`src/rtl/i2c_arb_pkg.sv`:
```
`default_nettype none
// ----------------------------------------------------------------------------
// i2c_arb_pkg: shared encodings and constants for the I2C Wishbone arbiter
// Rev 1.0
// ----------------------------------------------------------------------------
package i2c_arb_pkg;

  typedef enum logic [1:0] {
    ST_A_IDLE  = 2'd0,
    ST_A_SCRUB = 2'd1,
    ST_A_OWN   = 2'd2
  } arb_state_e;

  localparam logic [2:0] CR_ADDR            = 3'b100;
  localparam logic [7:0] SCRUB_DATA_DEFAULT = 8'h01;

  localparam logic REQ_TRUSTED   = 1'b0;
  localparam logic REQ_UNTRUSTED = 1'b1;

endpackage
`default_nettype wire

```
`src/rtl/i2c_arb_hold_timer.sv`:
```
`default_nettype none
// ----------------------------------------------------------------------------
// i2c_arb_hold_timer: saturating hold counter with clear/enable and limit flag
// Rev 1.0
// ----------------------------------------------------------------------------
module i2c_arb_hold_timer import i2c_arb_pkg::*; #(
  parameter int HOLD_W = 9,
  parameter int LIMIT  = 256
) (
  input  logic clk,
  input  logic rst,
  input  logic clr_i,
  input  logic en_i,
  output logic at_limit_o
);

  localparam logic [HOLD_W-1:0] LIMIT_C = HOLD_W'(LIMIT);

  logic [HOLD_W-1:0] cnt_q;
  logic [HOLD_W-1:0] cnt_d;

  always_comb begin
    cnt_d = cnt_q;
    if (clr_i) begin
      cnt_d = '0;
    end else if (en_i && (cnt_q != {HOLD_W{1'b1}})) begin
      cnt_d = cnt_q + 1'b1;
    end
  end

  always_ff @(posedge clk or posedge rst) begin
    if (rst) begin
      cnt_q <= '0;
    end else begin
      cnt_q <= cnt_d;
    end
  end

  // A zero limit disables forced revoke altogether.
  assign at_limit_o = (LIMIT != 0) && (cnt_q >= LIMIT_C);

endmodule
`default_nettype wire

```
`src/rtl/i2c_wb_arbiter.sv`:
```
`default_nettype none
// ----------------------------------------------------------------------------
// i2c_wb_arbiter: per-session arbiter sharing the I2C core Wishbone port
// Rev 1.0
// ----------------------------------------------------------------------------
module i2c_wb_arbiter import i2c_arb_pkg::*; #(
  parameter int         MAX_HOLD   = 256,
  parameter int         HOLD_W     = 9,
  parameter logic [7:0] SCRUB_DATA = SCRUB_DATA_DEFAULT
) (
  input  logic        clk,
  input  logic        rst,
  input  logic [1:0]  req_i,
  output logic [1:0]  gnt_o,
  input  logic [5:0]  m_wb_addr_i,
  input  logic [15:0] m_wb_wr_data_i,
  input  logic [1:0]  m_wb_we_i,
  input  logic [1:0]  m_wb_stb_i,
  input  logic [1:0]  m_wb_cyc_i,
  output logic [15:0] m_wb_rd_data_o,
  output logic [1:0]  m_wb_ack_o,
  output logic [2:0]  s_wb_addr_o,
  output logic [7:0]  s_wb_wr_data_o,
  output logic        s_wb_we_o,
  output logic        s_wb_stb_o,
  output logic        s_wb_cyc_o,
  input  logic [7:0]  s_wb_rd_data_i,
  input  logic        s_wb_ack_i,
  output logic        owner_domain_o,
  output logic        revoke_err_o
);

  arb_state_e state_q;
  logic [1:0] gnt_q;
  logic       owner_q;
  logic       last_owner_q;
  logic       prev_valid_q;
  logic       revoke_q;
  logic       scrub_act_q;

  logic       w_own;
  logic       w_winner;
  logic       w_own_cyc;
  logic       w_release;
  logic       w_revoke;
  logic       w_at_limit;

  assign w_own     = (state_q == ST_A_OWN);
  // With both requests pending, the side that did not own last goes first.
  assign w_winner  = (req_i == 2'b11) ? ~last_owner_q : req_i[1];
  assign w_own_cyc = m_wb_cyc_i[owner_q];
  assign w_release = w_own && !req_i[owner_q] && !w_own_cyc;
  assign w_revoke  = w_own && w_at_limit && !w_own_cyc && !w_release;

  i2c_arb_hold_timer #(
    .HOLD_W (HOLD_W),
    .LIMIT  (MAX_HOLD)
  ) u_hold_timer (
    .clk        (clk),
    .rst        (rst),
    .clr_i      (!w_own),
    .en_i       (w_own && req_i[~owner_q]),
    .at_limit_o (w_at_limit)
  );

  always_ff @(posedge clk or posedge rst) begin
    if (rst) begin
      state_q      <= ST_A_IDLE;
      gnt_q        <= 2'b00;
      owner_q      <= REQ_TRUSTED;
      last_owner_q <= REQ_UNTRUSTED;
      prev_valid_q <= 1'b0;
      revoke_q     <= 1'b0;
      scrub_act_q  <= 1'b0;
    end else begin
      revoke_q <= 1'b0;
      case (state_q)
        ST_A_IDLE: begin
          if (|req_i) begin
            owner_q <= w_winner;
            if (prev_valid_q && (w_winner != owner_q)) begin
              state_q     <= ST_A_SCRUB;
              scrub_act_q <= 1'b1;
            end else begin
              state_q <= ST_A_OWN;
              gnt_q   <= {w_winner, ~w_winner};
            end
          end
        end
        ST_A_SCRUB: begin
          if (s_wb_ack_i) begin
            scrub_act_q <= 1'b0;
            if (req_i[owner_q]) begin
              state_q <= ST_A_OWN;
              gnt_q   <= {owner_q, ~owner_q};
            end else begin
              state_q <= ST_A_IDLE;
            end
          end
        end
        ST_A_OWN: begin
          if (w_release) begin
            state_q      <= ST_A_IDLE;
            gnt_q        <= 2'b00;
            last_owner_q <= owner_q;
            prev_valid_q <= 1'b1;
          end else if (w_revoke) begin
            state_q      <= ST_A_SCRUB;
            scrub_act_q  <= 1'b1;
            gnt_q        <= 2'b00;
            revoke_q     <= 1'b1;
            last_owner_q <= owner_q;
            prev_valid_q <= 1'b1;
            owner_q      <= ~owner_q;
          end
        end
        default: state_q <= ST_A_IDLE;
      endcase
    end
  end

  // Owner lanes pass straight through; every non-owner lane stays at zero.
  always_comb begin
    s_wb_addr_o    = 3'b000;
    s_wb_wr_data_o = 8'h00;
    s_wb_we_o      = 1'b0;
    s_wb_stb_o     = 1'b0;
    s_wb_cyc_o     = 1'b0;
    m_wb_rd_data_o = 16'h0000;
    m_wb_ack_o     = 2'b00;
    if (w_own) begin
      s_wb_addr_o    = owner_q ? m_wb_addr_i[5:3] : m_wb_addr_i[2:0];
      s_wb_wr_data_o = owner_q ? m_wb_wr_data_i[15:8] : m_wb_wr_data_i[7:0];
      s_wb_we_o      = m_wb_we_i[owner_q];
      s_wb_stb_o     = m_wb_stb_i[owner_q];
      s_wb_cyc_o     = m_wb_cyc_i[owner_q];
      m_wb_ack_o[owner_q] = s_wb_ack_i;
      if (owner_q) begin
        m_wb_rd_data_o[15:8] = s_wb_rd_data_i;
      end else begin
        m_wb_rd_data_o[7:0]  = s_wb_rd_data_i;
      end
    end else if (scrub_act_q) begin
      s_wb_addr_o    = CR_ADDR;
      s_wb_wr_data_o = SCRUB_DATA;
      s_wb_we_o      = 1'b1;
      s_wb_stb_o     = 1'b1;
      s_wb_cyc_o     = 1'b1;
    end
  end

  assign gnt_o          = gnt_q;
  assign owner_domain_o = owner_q;
  assign revoke_err_o   = revoke_q;

endmodule
`default_nettype wire

```
`config.mk`:
```
export PLATFORM = sky130hd
export DESIGN_NAME = i2c_wb_arbiter
export DESIGN_NICKNAME = d
export VERILOG_FILES = /design/src/rtl/i2c_arb_pkg.sv /design/src/rtl/i2c_arb_hold_timer.sv /design/src/rtl/i2c_wb_arbiter.sv
export SDC_FILE = /design/constraint.sdc
export NUM_CORES = 1
export LEC_CHECK = 0
export ABC_AREA = 1
export ABC_CLOCK_PERIOD_IN_PS = 2400
export CELL_PAD_IN_SITES_DETAIL_PLACEMENT = 0
export CELL_PAD_IN_SITES_GLOBAL_PLACEMENT = 1
export CORE_MARGIN = 3
export CORE_UTILIZATION = 26
export CTS_CLUSTER_SIZE = 16
export DETAILED_ROUTE_END_ITERATION = 10
export GPL_TIMING_DRIVEN = 0
export PLACE_DENSITY = 0.76
export SETUP_SLACK_MARGIN = 0.02
export SLEW_MARGIN = 10
export SYNTH_ARGS = -nofsm -noshare
export SYNTH_HDL_FRONTEND = slang
export SYNTH_HIERARCHICAL = 1
export SYNTH_SLANG_ARGS = --single-unit
```
`constraint.sdc`:
```
create_clock -name clk -period 2.4 [get_ports clk]
set_input_delay 0.48 -clock clk [delete_from_list [all_inputs] [get_ports clk]]
set_output_delay 0.48 -clock clk [all_outputs]
set_load 0.005 [all_outputs]
```
### Yosys cells after proc, flatten, opt, wreduce, memory -nomap -nowiden

Cells that the tools add are included.

* word-level logic and storage cells: 112
* bits in registers: 18
* output and inout bits: 36

* add/subtract/negate cells: 1
* bitwise gates (word level): 4
* reduce and logical (&&, ||, !) cells: 22
* magnitude comparators: 4
* eq/ne operators: 14
* mux-type cells: 59

Operator list (number)
* $mux W8: 4
* $mux W1: 31
* $mux W2: 13
* $mux W9: 2
* $mux W16: 1
* $ne A2 B2 Y1 const B: 6
* $pmux W2 S3: 2
* $reduce_and A6 Y1: 2
* $add A9 B1 Y9 const B: 1
* $ge A9 B9 Y1 const B: 1
* $logic_and A1 B1 Y1: 9
* $mux W3: 3
* $ne A9 B9 Y1 const B: 1
* $eq A2 B2 Y1 const B: 2
* $lt A1 B2 Y1 const B: 2
* $ne A2 B1 Y1 const B: 2
* $reduce_and A4 Y1: 1
* $reduce_bool A2 Y1: 2
* $logic_not A1 Y1: 3
* $ne A3 B1 Y1 const B: 1
* $not A1 Y1: 3
* $pmux W1 S3: 1
* $reduce_and A3 Y1: 1
* $reduce_bool A3 Y1: 1
* other kinds (9): 9

### Depth between registers and ports, before layout

Gate-level depths: netlist of the first run.

* depth after elaboration: 10
* mapped depth: 11
* depth with buffers taken out: 11

### Modules after synthesis

Netlist of the first run, hierarchy kept.

Modules (own cells, without submodules)
* i2c_wb_arbiter: times used 1, cells each 170, area an instance 982.2 sq um
* i2c_arb_hold_timer: times used 1, cells each 65, area an instance 529.3 sq um

### Worst setup path after synthesis of the first run

Ideal clock, no wire load.

* path kind: reg-to-reg
* from: reg state_q[0]
* to: reg u_hold_timer.cnt_q[7]
* period minus slack after synthesis: 1955 ps
* library setup time: 119 ps
* path buffers: 2
* arrival: 1836 ps
* data required time: 2281 ps
* stages on the path, launching flop included: 12
* slack: 445 ps
* cell sequence: dfrtp_1 > inv_1 > ha_1 > buf_4 > buf_2 > nand2_1 > o22ai_1 > nand3_2 > nor2_4 > nand3_1 > nand2_1 > nor2_1

* word-level cells in the longest chain between the ends: 4
* elaborated cells on any way between the ends: 5
* those cells by class: eq/ne (2); mux (1); reduce/logical (2)

Ends and longest elaborated chain
* from (decl): line i2c_wb_arbiter.sv:33 `arb_state_e state_q;`
* from (signal assigned): line i2c_wb_arbiter.sv:68 `state_q <= ST_A_IDLE;`
* from (signal assigned): line i2c_wb_arbiter.sv:82 `state_q <= ST_A_SCRUB;`
* from (signal assigned): line i2c_wb_arbiter.sv:85 `state_q <= ST_A_OWN;`
* $eq A2 B2 Y1 (*): line i2c_wb_arbiter.sv:48 `assign w_own = (state_q == ST_A_OWN);`
* $logic_and A1 B1 Y1: line i2c_wb_arbiter.sv:62 `.en_i (w_own && req_i[~owner_q]),`
* $logic_and A1 B1 Y1: line i2c_arb_hold_timer.sv:26 `end else if (en_i && (cnt_q != {HOLD_W{1'b1}})) begin`
* $ne A2 B1 Y1 (no source line)
* to (signal assigned): line i2c_arb_hold_timer.sv:35 `cnt_q <= cnt_d;`
* to (decl): line i2c_arb_hold_timer.sv:19 `logic [HOLD_W-1:0] cnt_q;`

Mark *: on every way between the ends. The rest lies on a longest branch, timed or not.
A chain may end at the register's enable or synchronous reset.

### Worst setup path in the final report of the first run

* from: reg state_q[0]
* to: out m_wb_rd_data_o[13]

* word-level cells in the longest chain between the ends: 2

Ends and longest elaborated chain
* $eq A2 B2 Y1: line i2c_wb_arbiter.sv:48
* $mux W16: line i2c_wb_arbiter.sv:131 `if (w_own) begin`
* to (decl): line i2c_wb_arbiter.sv:20 `output logic [15:0] m_wb_rd_data_o,`

Every way passes these cells.

==> metrics, run 1 <==
fmax between 400 and 500 MHz; Final setup viols 0; Post-DP HPWL 3.77 mm; final WL 4.77 mm; worst min-delay path category reg2reg; met1 Usage GRT 0.186; Fillers ~600; RSZ-0062 raised after global routing true; total clock sinks 18; setup_tns 0 ns; Ys Warns 6; IO buf count 76; WP data arrival around 1.8 ns; max cap viols 0; CTS Buf Count 3; Worst Setup EP m_wb_rd_data_o[13]; Area Growth Syn to Fin 70.0%; worst setup margin around 0.094 ns; crit-path max FO 10; H-tree lvl count 1; Antenna Nets Post-Route 0; Max Slew Vio Count 0; die span in y 82.2 um; deepest clock path buffer count 2; layout cell share with drive strength beyond 1 0.140; routed len/inst approximately 12 um; synthesized cell area 1510 um^2; Worst-path clk slew 0.07 ns; CTS root buf clkbuf_8; R2R depth 11; Initial Utilization 0.271; initial antenna violation count 0; drt pass-1 iters 4; crit path from state_q[0]$_DFFE_PP0P_; clock period minus worst slack ~2.3 ns; Total GRT Usage 0.137; Core ar. ~5600 um^2; Layout Skew between 0.0015 and 0.002 ns; post-synthesis cell type count 30; M3 GR Usage 0.0271; Hold Vio Cnt, Final 0; Syn Area/Cell roughly 6.4 um^2; Net Count, Synth 283; critical path required time between 1.5 and 2 ns; routed vias/inst roughly 4.4; Worst R2R Start state_q[0]$_DFFE_PP0P_; Die W between 80 and 90 um; GRT Max-Usage Layer met2; Boundary Pins 77; VDD IR max 329 uV; first-pass GRT wire length between 7 and 8 mm; RePlAce Congestion 0.780; DR vias around 1700; P_leak about 1.3 nW; power after layout around 2.1 mW; Slew headroom 0.741; vias in the first global route 1560; R2R Setup Slk roughly 0.44 ns; Ant. Diodes 0; CTS tree done; CP most frequent cell buf_8; worst setup path class reg2out; CP max-delay cell clkdlybuf4s50_1; R2R Path End u_hold_timer/cnt_q[6]$_DFFE_PP0P_; hold-fix buffers at CTS 0; slew at the pin closest to its max-slew limit just under 0.4 ns; Seq/Total Area, Yosys 0.299; met2 Track Usage GR 0.224; CP cell instances inv_2, ha_4, buf_8, buf_8, nand2_8, nor2_1, clkdlybuf4s50_1; Syn Inst Count 235; grt total ovfl 0; Final Cycle Share 0.961; clk_lat worst skew between 0.2 and 0.3 ns; Iteration-0 DRC Markers 61; Rows 27; status finished clean; crit end category primary output; crit-path max cell delay just over 0.5 ns; dpl ws -0.116 ns; Die Footprint a little under 7000 um^2; largest net degree at the start of global routing 12; PD cells ~840 nW/um^2; startpoint class of the critical path flip-flop; flops & latches, synth 18; # DRC 0; nets 370
[how the worst min path moves through the flow]
stage / start / endpoint / slack (ns) / depth (start not counted)
2_1_floorplan: rst / gnt_o[0]$_DFFE_PP0P_ / 0.31 / 1
3_3_place_gp: scrub_act_q$_DFFE_PP0P_ / scrub_act_q$_DFFE_PP0P_ / 0.48 / 2
3_5_place_dp: scrub_act_q$_DFFE_PP0P_ / scrub_act_q$_DFFE_PP0P_ / 0.48 / 2
4_1_cts: last_owner_q$_DFFE_PP1P_ / last_owner_q$_DFFE_PP1P_ / 0.50 / 2
5_1_grt: last_owner_q$_DFFE_PP1P_ / last_owner_q$_DFFE_PP1P_ / 0.55 / 2
6_report: last_owner_q$_DFFE_PP1P_ / last_owner_q$_DFFE_PP1P_ / 0.50 / 2
[metrics by stage]
step	area (um^2)	utilization	std cells	hold WS (ns)
2_1_floorplan	1510	-	235	0.307
3_3_place_gp	2360	0.424	383	0.477
3_5_place_dp	2360	0.424	383	0.476
4_1_cts	2470	0.444	390	0.504
5_1_grt	2570	0.461	393	0.546
6_report	2570	0.461	393	0.500
[state kept, by name, summed over array words and instances, names as in the netlist]
register and count:
gnt_o 2, last_owner_q 1, owner_domain_o 1, prev_valid_q 1, revoke_err_o 1, scrub_act_q 1, state_q 2, u_hold_timer/cnt_q 9
[worst max-delay path, delay by kind of cell, from the launching register on]
family | cells | cell delay [ns]
adders and majority gates | 1 | 0.15
buffers and inverters | 4 | 0.86
DFF | 1 | 0.39
and+or+nand+nor | 2 | 0.17
[cells by family after synthesis]
logic type / count (synthesis) / synth area share
simple gates: 131 / 0.397
buf+inv: 46 / 0.121
compound gates: 33 / 0.126
flops: 18 / 0.299
fa+ha+maj: 7 / 0.0579
[layer usage]
metal | vias to the layer above | share of wire | wire (um)
li1 | 920 | - | -
met1 | 750 | 0.48 | 2270
met2 | 55 | 0.42 | 2000
met3 | 2 | 0.099 | 471
met4 | 0 | 0.0057 | 27
met5 | - | 0 | 0
[synthesized netlist by cell type, drive strengths merged]
cell type,n,share of area
nor3b,1,0.0083
buf,5,0.019
inv,38,0.094
a21oi,16,0.053
nor2,26,0.071
ha,7,0.058
dfrtp,17,0.28
o21bai,2,0.0099
dfstp,1,0.017
clkbuf,3,0.0074
and3,1,0.0041
o22ai,1,0.0041
nand2,65,0.17
o21ai,13,0.053
nand3,29,0.10
nor3,2,0.0099
or2,1,0.0041
a31o,1,0.0058
nand4,6,0.025
[cell type report]
type | instances | area, um^2 | area share
Multi-Input combinational cell | 171 | 913 | 0.355
Buffer | 8 | 88.8 | 0.0346
Timing Repair Buffer | 82 | 825 | 0.321
Tap cell | 72 | 90.1 | 0.0351
Sequential cell | 18 | 453 | 0.176
Clock buffer | 4 | 55.1 | 0.0214
Inverter | 38 | 145 | 0.0565
[layout by cell type (no fill, tap or decap), types with 3 or more instances in the layout]
cell / instances
a21oi_1: 16
buf_4: 6
buf_8: 3
clkbuf_8: 5
clkdlybuf4s50_1: 56
dfrtp_1: 16
dlygate4sd2_1: 13
dlymetal6s2s_1: 7
ha_1: 6
inv_1: 33
inv_2: 4
nand2_1: 56
nand2_2: 8
nand3_1: 27
nand4_1: 6
nor2_1: 23
o21ai_0: 9
[repair_timing]
action | 4_1_cts | 5_1_grt
setup buffers | 3 | 2
endpoints found under the setup margin | 33 | 19
gates cloned | 0 | 1
resized for setup | 30 | 19
hold endpoints to repair | 0 | 0
[power by group]
group | switching [mW] | total, mW | internal (mW)
Clock | 0.101 | 0.246 | 0.146
Sequential | 0.0492 | 0.419 | 0.370
Combinational | 0.753 | 1.48 | 0.731
(Power assumes the default switching activity.)
==> inputs of run 2 (changes only) <==
- ABC_AREA: 1 -> default
- CORE_UTILIZATION: 26 -> 27
- HOLD_SLACK_MARGIN: default -> 0.06
==> run 2 against run 1 <==
  * Setup slack worse by 0.021 ns
  * Clock-buffer cell count unchanged
  * Clock skew up 0.00090 ns
  * Register-to-register slack lost 0.10 ns
  * Synthesized cell count fell by 29%
  * Sequential cell count did not move
  * Sequential share of layout area grew 0.89 points
  * Via count decreased by 14%
  * First-iteration DRC count is 21% lower
  * Combinational power about the same
  * Largest cell class is now multi-input combinational cells
  * Largest power group unchanged
==> metrics, run 2 <==
slew at the pin closest to its max-slew limit 0.501 ns (was 0.388 ns); Die Footprint 6260 um^2 (was 6760 um^2); clk_lat worst skew 0.25 ns (about the same); status finished clean (unchanged); fmax 430 MHz (was 434 MHz); worst min-delay path category in2async (was reg2reg); deepest clock path buffer count 2 (unchanged); IO buf count 76 (unchanged); synthesized cell area 1440 um^2 (was 1510 um^2); Final Cycle Share 0.970 (was 0.961); most common cell after layout, fill and taps aside clkdlybuf4s50_1; Max Slew Vio Count 0 (unchanged); Post-DP HPWL 3.42 mm (was 3.77 mm); Final setup viols 0 (unchanged); Post-synth EDFFs 0 (unchanged); worst setup margin 0.0724 ns (was 0.0938 ns); vias in the first global route 1469 (was 1560); flops & latches, synth 18 (unchanged); Worst-path clk slew 0.07 ns (about the same); Core ar. 4940 um^2 (was 5570 um^2); clock period minus worst slack 2.33 ns (was 2.31 ns); largest net degree at the start of global routing 13 (was 12); CTS root buf clkbuf_8 (unchanged); Layout Skew 0.00284 ns (was 0.00194 ns); Syn Inst Count 168 (was 235); RePlAce Congestion 0.805 (was 0.780); final hold slack 0.516 ns (was 0.500 ns); max cap viols 0 (unchanged); met1 Usage GRT 0.181 (was 0.186); VDD IR max 291 uV (was 329 uV); total placed cells including tap cells 311 (was 383); total clock sinks 18 (unchanged); Hold Vio Cnt, Final 0 (unchanged); Commonest cells post-synth 19 x mux2i_1, 19 x nor2_1, 18 x and3_1, 17 x dfrtp_1, 13 x inv_1 (was 59 x nand2_1, 35 x inv_1, 27 x nand3_1, 24 x nor2_1, 17 x dfrtp_1); dpl ws -0.321 ns (was -0.116 ns); met2 Track Usage GR 0.221 (was 0.224); routed len/inst 13.3 um (was 12.1 um); drt pass-1 iters 4 (unchanged); grt total ovfl 0 (unchanged); hold-fix buffers at CTS 0 (unchanged); startpoint class of the critical path flip-flop (unchanged); layout cell share with drive strength beyond 1 0.131 (was 0.140); Boundary Pins 77 (unchanged); Iteration-0 DRC Markers 48 (was 61); routed vias/inst 4.67 (was 4.39); crit end category primary output (unchanged); post-synthesis cell type count 43 (was 30); WP data arrival 1.85 ns (was 1.83 ns); P_leak 1.28 nW (was 1.32 nW); Area Growth Syn to Fin 70.1% (was 70.0%); Util after Layout 0.496 (was 0.461); Rows 25 (was 27); die span in y 79.1 um (was 82.2 um); Seq/Total Area, Yosys 0.313 (was 0.299); Total GRT Usage 0.134 (was 0.137); worst setup path class reg2out (unchanged); first-pass GRT wire length 6.88 mm (was 7.23 mm); Syn Area/Cell 8.59 um^2 (was 6.43 um^2); max FFs per register 9 (unchanged); M3 GR Usage 0.0306 (was 0.0271); nets 300 (was 370); Yosys top cell area share 0.295 (was 0.281); initial antenna violation count 0 (unchanged); CTS tree done (unchanged); asr flop ratio synth 1.00 (unchanged); power after layout 2.15 mW (about the same); Slew headroom 0.663 (was 0.741); critical path required time 1.92 ns (about the same); Die W 79.1 um (was 82.2 um); # DRC 0 (unchanged); Initial Utilization 0.292 (was 0.271); crit-path max FO 10 (unchanged); H-tree lvl count 1 (unchanged); Antenna Nets Post-Route 0 (unchanged); PD cells 875 nW/um^2 (was 836 nW/um^2); Ant. Diodes 0 (unchanged); CTS Buf Count 3 (unchanged); top cell type by total area after synthesis dfrtp_1 (unchanged); top_reg_cell synth dfrtp_1 (unchanged); Net Count, Synth 216 (was 283); DR vias 1484 (was 1727); commonest non-fill, non-tap cells in the layout 64 x clkdlybuf4s50_1, 19 x mux2i_1, 18 x nor2_1, 18 x and3_1, 15 x dfrtp_1 (was 56 x nand2_1, 56 x clkdlybuf4s50_1, 33 x inv_1); Largest Register u_hold_timer/cnt_q (unchanged); final WL 4.23 mm (was 4.77 mm); top cells by area, synth dfrtp_1 29%, mux2i_1 13%, and3_1 7.8% (was dfrtp_1 28%, nand2_1 15%, nand3_1 8.9%); final std cells w/o fill 318 (was 393); Ys Warns 6 (unchanged); RSZ-0062 raised after global routing true (unchanged); GRT Max-Usage Layer met2 (unchanged)
run 2: cell count changes in the layout (fill, tap and decap cells not counted), sizes merged, moves of 5 or more:
cell,previous run,this run
dlygate4sd2,13,1
o21ai,13,8
nand3,29,3
nor2,26,19
clkdlybuf4s50,56,64
mux2i,0,19
a21oi,16,10
inv,38,14
and3,1,18
nand2,65,7
or3,0,5
nand4,6,1
run 2: cell families (layout without fill, tap and decap cells):
kind of cell / count (synthesis) / after routing / share of synthesized area
compound gates: 29 / 29 / 0.130
xor+xnor: 3 / 3 / 0.0182
fa+ha+maj: 7 / 7 / 0.0607
buf+inv: 24 / 107 / 0.0685
flops: 18 / 18 / 0.313
mux: 22 / 22 / 0.158
simple gates: 65 / 65 / 0.252
run 2: repair_timing:
| item | 4_1_cts | 5_1_grt |
|---|---|---|
| endpoints found under the setup margin | 32 | 28 |
| resized for setup | 17 | 17 |
| setup buffers | 2 | 2 |
run 2: worst paths after layout:
kind | startpoint | end | slack [ns] | cells after the start
worst min register to register | gnt_o[1]$_DFFE_PP0P_ | gnt_o[1]$_DFFE_PP0P_ | 0.52 | 1
worst max-delay path | state_q[0]$_DFFE_PP0P_ | m_wb_rd_data_o[2] | 0.07 | 6
worst min-delay path | rst | u_hold_timer/cnt_q[4]$_DFFE_PP0P_ | 0.52 | 2
min in group clk | gnt_o[1]$_DFFE_PP0P_ | gnt_o[1]$_DFFE_PP0P_ | 0.52 | 1
worst max register to register | state_q[1]$_DFFE_PP0P_ | gnt_o[1]$_DFFE_PP0P_ | 0.34 | 7
max in group asynchronous | rst | last_owner_q$_DFFE_PP1P_ | 1.54 | 2
run 2: critical path, stage by stage (launching register included):
cell and delay [ns]:
dfrtp_1 0.39, inv_2 0.08, ha_4 0.17, buf_8 0.14
clkbuf_8 0.15, and3_1 0.15, clkdlybuf4s50_1 0.50
run 2: per-layer routing:
layer | vias up | wire length [um] | share of wire
li1 | 758 | - | -
met1 | 685 | 2050 | 0.48
met2 | 39 | 1960 | 0.46
met3 | 2 | 211 | 0.050
met4 | 0 | 16 | 0.0038
met5 | - | 0 | 0
run 2: power breakdown:
group	leakage, nW	internal (mW)	switching [mW]
clock network	0.0288	0.146	0.106
registers	0.229	0.378	0.0566
logic	1.02	0.816	0.645
total	1.28	1.34	0.807
run 2: cell type report:
class | count | area, um^2
Tap cell | 67 | 83.8
Buffer | 9 | 83.8
Inverter | 14 | 52.6
Multi-Input combinational cell | 126 | 907
Fill cell | 527 | 2490
Sequential cell | 18 | 454
Clock buffer | 4 | 55.1
Timing Repair Buffer | 80 | 817
run 2: through the flow:
| step | setup TNS (ns) | instance area, um^2 |
|---|---|---|
| after floorplan | 0 | 1440 |
| after global placement | -5.01 | 2290 |
| after detailed placement | -5.16 | 2290 |
| after CTS | 0 | 2400 |
| after global routing | 0 | 2450 |
| final | 0 | 2450 |
